**config.mk**
```make
export PLATFORM = sky130hd
export DESIGN_NAME = led_shift_engine_flat
export DESIGN_NICKNAME = d
export VERILOG_FILES = /design/src/rtl/led_shift_engine_if.sv /design/src/rtl/led_shift_engine.sv /design/src/flat_wrapper.sv
export SDC_FILE = /design/constraint.sdc
export NUM_CORES = 1
export LEC_CHECK = 0
export CAP_MARGIN = 20
export CORE_MARGIN = 2
export CORE_UTILIZATION = 50
export CTS_CLUSTER_SIZE = 24
export DETAILED_ROUTE_END_ITERATION = 12
export PLACE_DENSITY_LB_ADDON = 0.15
export SETUP_SLACK_MARGIN = 0.3
export SYNTH_ARGS = -nofsm -noshare
export SYNTH_HDL_FRONTEND = slang
export SYNTH_SLANG_ARGS = --single-unit
```
**constraint.sdc**
```tcl
create_clock -name clk -period 1.73 [get_ports clk]
set_clock_uncertainty 0.05 [all_clocks]
set_input_delay 0.519 -clock clk [delete_from_list [all_inputs] [get_ports clk]]
set_output_delay 0.519 -clock clk [all_outputs]
set_load 0.1 [all_outputs]
```
**src/rtl/led_shift_engine_if.sv**
```systemverilog
// led_shift_engine_if: step/mode inputs (i_shift_enable, i_run, i_mode) and LED outputs (o_led, o_dir, o_wrap); master drives the inputs, slave is the engine
interface led_shift_engine_if #(parameter int NB_LEDS = 4);
  logic               i_shift_enable;
  logic               i_run;
  logic [1:0]         i_mode;
  logic [NB_LEDS-1:0] o_led;
  logic               o_dir;
  logic               o_wrap;
  modport master (output i_shift_enable, i_run, i_mode, input o_led, o_dir, o_wrap);
  modport slave (input i_shift_enable, i_run, i_mode, output o_led, o_dir, o_wrap);
endinterface

```
**src/rtl/led_shift_engine.sv**
```systemverilog
// led_shift_engine: steps the LED pattern (rotate L/R, ping-pong, flash) on each rising edge of the shift tick; ports clk, i_ck_reset (sync, active-high), bus.slave (i_shift_enable, i_run, i_mode in; o_led, o_dir, o_wrap registered out)
module led_shift_engine #(
  parameter int NB_LEDS = 4
) (
  input  logic              clk,
  input  logic              i_ck_reset,
  led_shift_engine_if.slave bus
);
  localparam logic [NB_LEDS-1:0] ONE = NB_LEDS'(1);
  localparam logic [NB_LEDS-1:0] MSB = ONE << (NB_LEDS - 1);
  logic [1:0]         r_mode;
  logic               r_prev_en;
  logic               r_dir;
  logic [NB_LEDS-1:0] r_led;
  logic               r_wrap;
  logic               w_step;
  logic               w_reload;
  logic               w_onehot;
  logic [NB_LEDS-1:0] w_seed;
  logic [NB_LEDS-1:0] w_cur_seed;
  logic [NB_LEDS-1:0] w_pp;
  logic [NB_LEDS-1:0] w_nled;
  logic               w_ndir;
  logic               w_nwrap;
  always_comb begin
    w_step     = bus.i_shift_enable & ~r_prev_en & bus.i_run;
    w_reload   = bus.i_mode != r_mode;
    w_onehot   = (r_led != '0) && ((r_led & (r_led - ONE)) == '0);
    w_seed     = bus.i_mode == 2'b01 ? MSB : bus.i_mode == 2'b11 ? '1 : ONE;
    w_cur_seed = r_mode == 2'b01 ? MSB : ONE;
    w_pp       = r_dir ? r_led >> 1 : r_led << 1;
    w_nled     = r_mode == 2'b11 ? (r_led == '1 ? '0 : '1) :
                 !w_onehot ? w_cur_seed :
                 r_mode == 2'b00 ? {r_led[NB_LEDS-2:0], r_led[NB_LEDS-1]} :
                 r_mode == 2'b01 ? {r_led[0], r_led[NB_LEDS-1:1]} : w_pp;
    w_ndir     = (r_mode == 2'b10 && w_onehot) ? (r_dir ? w_pp != ONE : w_pp == MSB) : 1'b0;
    w_nwrap    = r_mode == 2'b11 ? r_led == '0 :
                 w_onehot && (r_mode == 2'b00 ? r_led == MSB :
                              r_mode == 2'b01 ? r_led == ONE :
                              (r_dir && r_led == (ONE << 1)));
  end
  always_ff @(posedge clk) begin
    if (i_ck_reset) begin
      r_mode    <= 2'b00;
      r_prev_en <= 1'b0;
      r_dir     <= 1'b0;
      r_led     <= ONE;
      r_wrap    <= 1'b0;
    end else begin
      r_prev_en <= bus.i_shift_enable;
      if (w_reload) begin
        r_mode <= bus.i_mode;
        r_led  <= w_seed;
        r_dir  <= 1'b0;
        r_wrap <= 1'b0;
      end else begin
        r_wrap <= w_step & w_nwrap;
        if (w_step) begin
          r_led <= w_nled;
          r_dir <= w_ndir;
        end
      end
    end
  end
  assign bus.o_led  = r_led;
  assign bus.o_dir  = r_dir;
  assign bus.o_wrap = r_wrap;
endmodule

```
**src/flat_wrapper.sv**
```systemverilog
// flat-port wrapper written by rule: the top's interface ports become plain ports
module led_shift_engine_flat 
#(
  parameter int NB_LEDS = 4
)
  (clk, i_ck_reset, bus_i_shift_enable, bus_i_run, bus_i_mode, bus_o_led, bus_o_dir, bus_o_wrap);
  led_shift_engine_if #(.NB_LEDS(NB_LEDS)) bus_i ();
  input  logic clk;
  input  logic i_ck_reset;
  input wire logic [$bits(bus_i.i_shift_enable)-1:0] bus_i_shift_enable;
  input wire logic [$bits(bus_i.i_run)-1:0] bus_i_run;
  input wire logic [$bits(bus_i.i_mode)-1:0] bus_i_mode;
  output wire logic [$bits(bus_i.o_led)-1:0] bus_o_led;
  output wire logic [$bits(bus_i.o_dir)-1:0] bus_o_dir;
  output wire logic [$bits(bus_i.o_wrap)-1:0] bus_o_wrap;
  assign bus_i.i_shift_enable = bus_i_shift_enable;
  assign bus_i.i_run = bus_i_run;
  assign bus_i.i_mode = bus_i_mode;
  assign bus_o_led = bus_i.o_led;
  assign bus_o_dir = bus_i.o_dir;
  assign bus_o_wrap = bus_i.o_wrap;
  led_shift_engine #(.NB_LEDS(NB_LEDS)) u_core (.clk(clk), .i_ck_reset(i_ck_reset), .bus(bus_i));
endmodule
```
==> results.json <==
{
  "status": "complete, no violations",
  "dpl.cell_count": 109,
  "drive_gt1_share_pct": 48.6,
  "path_class": "reg2reg",
  "finalPower_w": 0.000765,
  "fin_util_pct": 86.6,
  "rows": 13,
  "rsz0062_at_grt": "yes",
  "clk_pin_slew_ns": 0.07,
  "cts_root_buffer": "clkbuf_4",
  "cp_max_fo": 10,
  "critPathArrivalTime_ns": 1.60,
  "syn_nets": 91,
  "fin_cells": 126,
  "coreArea_mm2": 0.00128,
  "grtUsageTotal_pct": 32.2,
  "tns_ns": 0,
  "dieWidth_um": 40.8,
  "ir_worst_vdd_uv": 578,
  "overflow": 0,
  "grt_pass1_vias": 775,
  "grt_max_degree": 14,
  "yosys_warnings": 0,
  "synth_edf_count": 0,
  "dr.pass1.iters": 4,
  "hpwl_um": 1250,
  "maxCapViolCount": 0,
  "ant_nets": 0,
  "wl_per_cell_um": 18.2,
  "drv_slew": 0,
  "dr.first_iter.drc_count": 40,
  "cts_buffer_depth": 2,
  "fmax_ghz": 0.672,
  "min_path_type": "in2reg",
  "wl_met2_um": 1180,
  "initial_core_util_pct": 52.8,
  "insertion_delay_ns": 0.27,
  "antenna_cells": 0,
  "crit_path_start_kind": "flop",
  "async_reset_ff_share_pct": 0,
  "synth_cells": 85,
  "die_y_um": 40.8,
  "relSlewSlack_pct": 73.0,
  "die_area_mm2": 0.00167,
  "nets": 118,
  "ys_seq_area_share_pct": 26.6,
  "post-route-period-util_pct": 86.0,
  "top_layer_used": "met4",
  "finalHoldViolCount": 0,
  "cts_num_sinks": 9,
  "finalSetupViolCount": 0,
  "area_delta_synth_final_pct": 64.0,
  "finalCriticalPeriod_ns": 1.49,
  "ioPinCount": 12,
  "worst_pin_slew_ns": 0.404,
  "power_density_mw_per_mm2": 688,
  "cp.required_ns": 1.84,
  "cp-end-kind": "flop",
  "htree_levels": 1,
  "p_leak_nw": 0.423,
  "met3_wirelength_um": 136,
  "drt-met1-wl_um": 948,
  "yosysUniqueCellTypes": 38,
  "dr_total_vias": 809,
  "cts_made_buffers": 3,
  "finalWeightedCongestion": 0.850,
  "drc": 0,
  "synth_seq_cells": 9,
  "vias_per_cell": 6.42,
  "synth_ff_type": "dfxtp_1",
  "antenna_found_initial": 0,
  "portBuffers": 11,
  "netlist_area_um2": 678,
  "routed_wirelength_um": 2290,
  "holdBufCountCts": 0,
  "cts_tree": "done",
  "grt_pass1_wl_um": 3420,
  "syn_avg_cell_area_um2": 7.98
}
[cells by family after synthesis]
group	synth area share (%)
AO/OA/AOI/OAI	31.0
AND/OR/NAND/NOR	31.9
buffers and inverters	5.35
flip-flops	26.6
XOR/XNOR	5.17
[per-stage QoR]
step,worst slack [ns],hold slack (ns),area (um^2)
4_1_cts,0.232,0.522,1090
3_5_place_dp,-0.332,0.534,886
6_report,0.242,0.524,1110
5_1_grt,0.166,0.525,1110
3_3_place_gp,-0.251,0.535,886
2_1_floorplan,0.138,0.493,707
[critical path, stage by stage, from the launching register on]
cell and delay, ns:
dfxtp_2 0.38, or3_4 0.40, o32ai_4 0.29, a211oi_2 0.07
o31ai_1 0.19
[final timing paths]
| check | from | end | slack, ns | cells after the start |
|---|---|---|---|---|
| worst min-delay path | bus_i_mode[0] | u_core.r_mode[0]$_SDFFE_PP0P_ | 0.52 | 2 |
| worst max register to register | u_core.r_mode[0]$_SDFFE_PP0P_ | u_core.bus.o_led[3]$_SDFFE_PP0P_ | 0.24 | 4 |
| worst max-delay path | u_core.r_mode[0]$_SDFFE_PP0P_ | u_core.bus.o_led[3]$_SDFFE_PP0P_ | 0.24 | 4 |
| worst min register to register | u_core.bus.o_dir$_SDFFE_PP0P_ | u_core.bus.o_dir$_SDFFE_PP0P_ | 0.56 | 2 |
[sequential cells by signal, indices dropped and copies added, names as in the netlist]
name / flops
u_core.r_prev_en: 1
u_core.bus.o_dir: 1
u_core.bus.o_wrap: 1
u_core.bus.o_led: 4
u_core.r_mode: 2
[layout by cell type, fill, tap and decap left out, types with 3 or more instances in the layout]
cell,netlist,final
buf_4,0,16
nor2b_1,6,6
buf_12,0,6
dfxtp_4,0,6
nand2_1,6,5
o21ai_0,5,5
a21oi_1,5,5
nor2_1,4,4
clkbuf_4,0,3
[cells in the mapped netlist (all sizes together) (2+ instances only)]
master / count / area (um^2)
xnor2: 2 / 17.5
nand2b: 2 / 12.5
a21boi: 2 / 15.0
inv: 2 / 7.51
a211oi: 3 / 22.5
nand2: 6 / 22.5
dfxtp: 9 / 180
o21ai: 6 / 30.0
buf: 5 / 25.0
nand3: 3 / 15.0
o211ai: 2 / 15.0
nor2: 4 / 15.0
and2: 3 / 18.8
o221a: 2 / 22.5
nor2b: 6 / 37.5
nand3b: 2 / 15.0
a21oi: 5 / 25.0
xor2: 2 / 17.5
nor4b: 2 / 30.0
[what timing repair did]
action / CTS / global route
gates resized for setup: 28 / 5
buffers inserted: 13 / 0
pin swaps: 8 / 3
setup endpoints to repair: 11 / 10
[power breakdown]
part | internal (W) | leakage, nW | switching (W)
clock network | 0.0000889 | 0.0150 | 0.0000765
logic | 0.000153 | 0.329 | 0.000187
registers | 0.000220 | 0.0784 | 0.0000399
total | 0.000462 | 0.423 | 0.000303
[routing by layer]
metal	up-vias	global-route usage, %
met1	389	38.4
met2	41	52.0
met5	-	0
li1	375	-
met3	4	7.07
met4	0	19.2
[layout make-up]
cell class | instances | area [um^2]
Multi-Input combinational cell | 68 | 566
Timing Repair Buffer | 28 | 289
Sequential cell | 9 | 205
Fill cell | 64 | 173
Clock buffer | 4 | 26.3
Tap cell | 15 | 18.8
Inverter | 2 | 7.51
(Power assumes the default switching activity.)
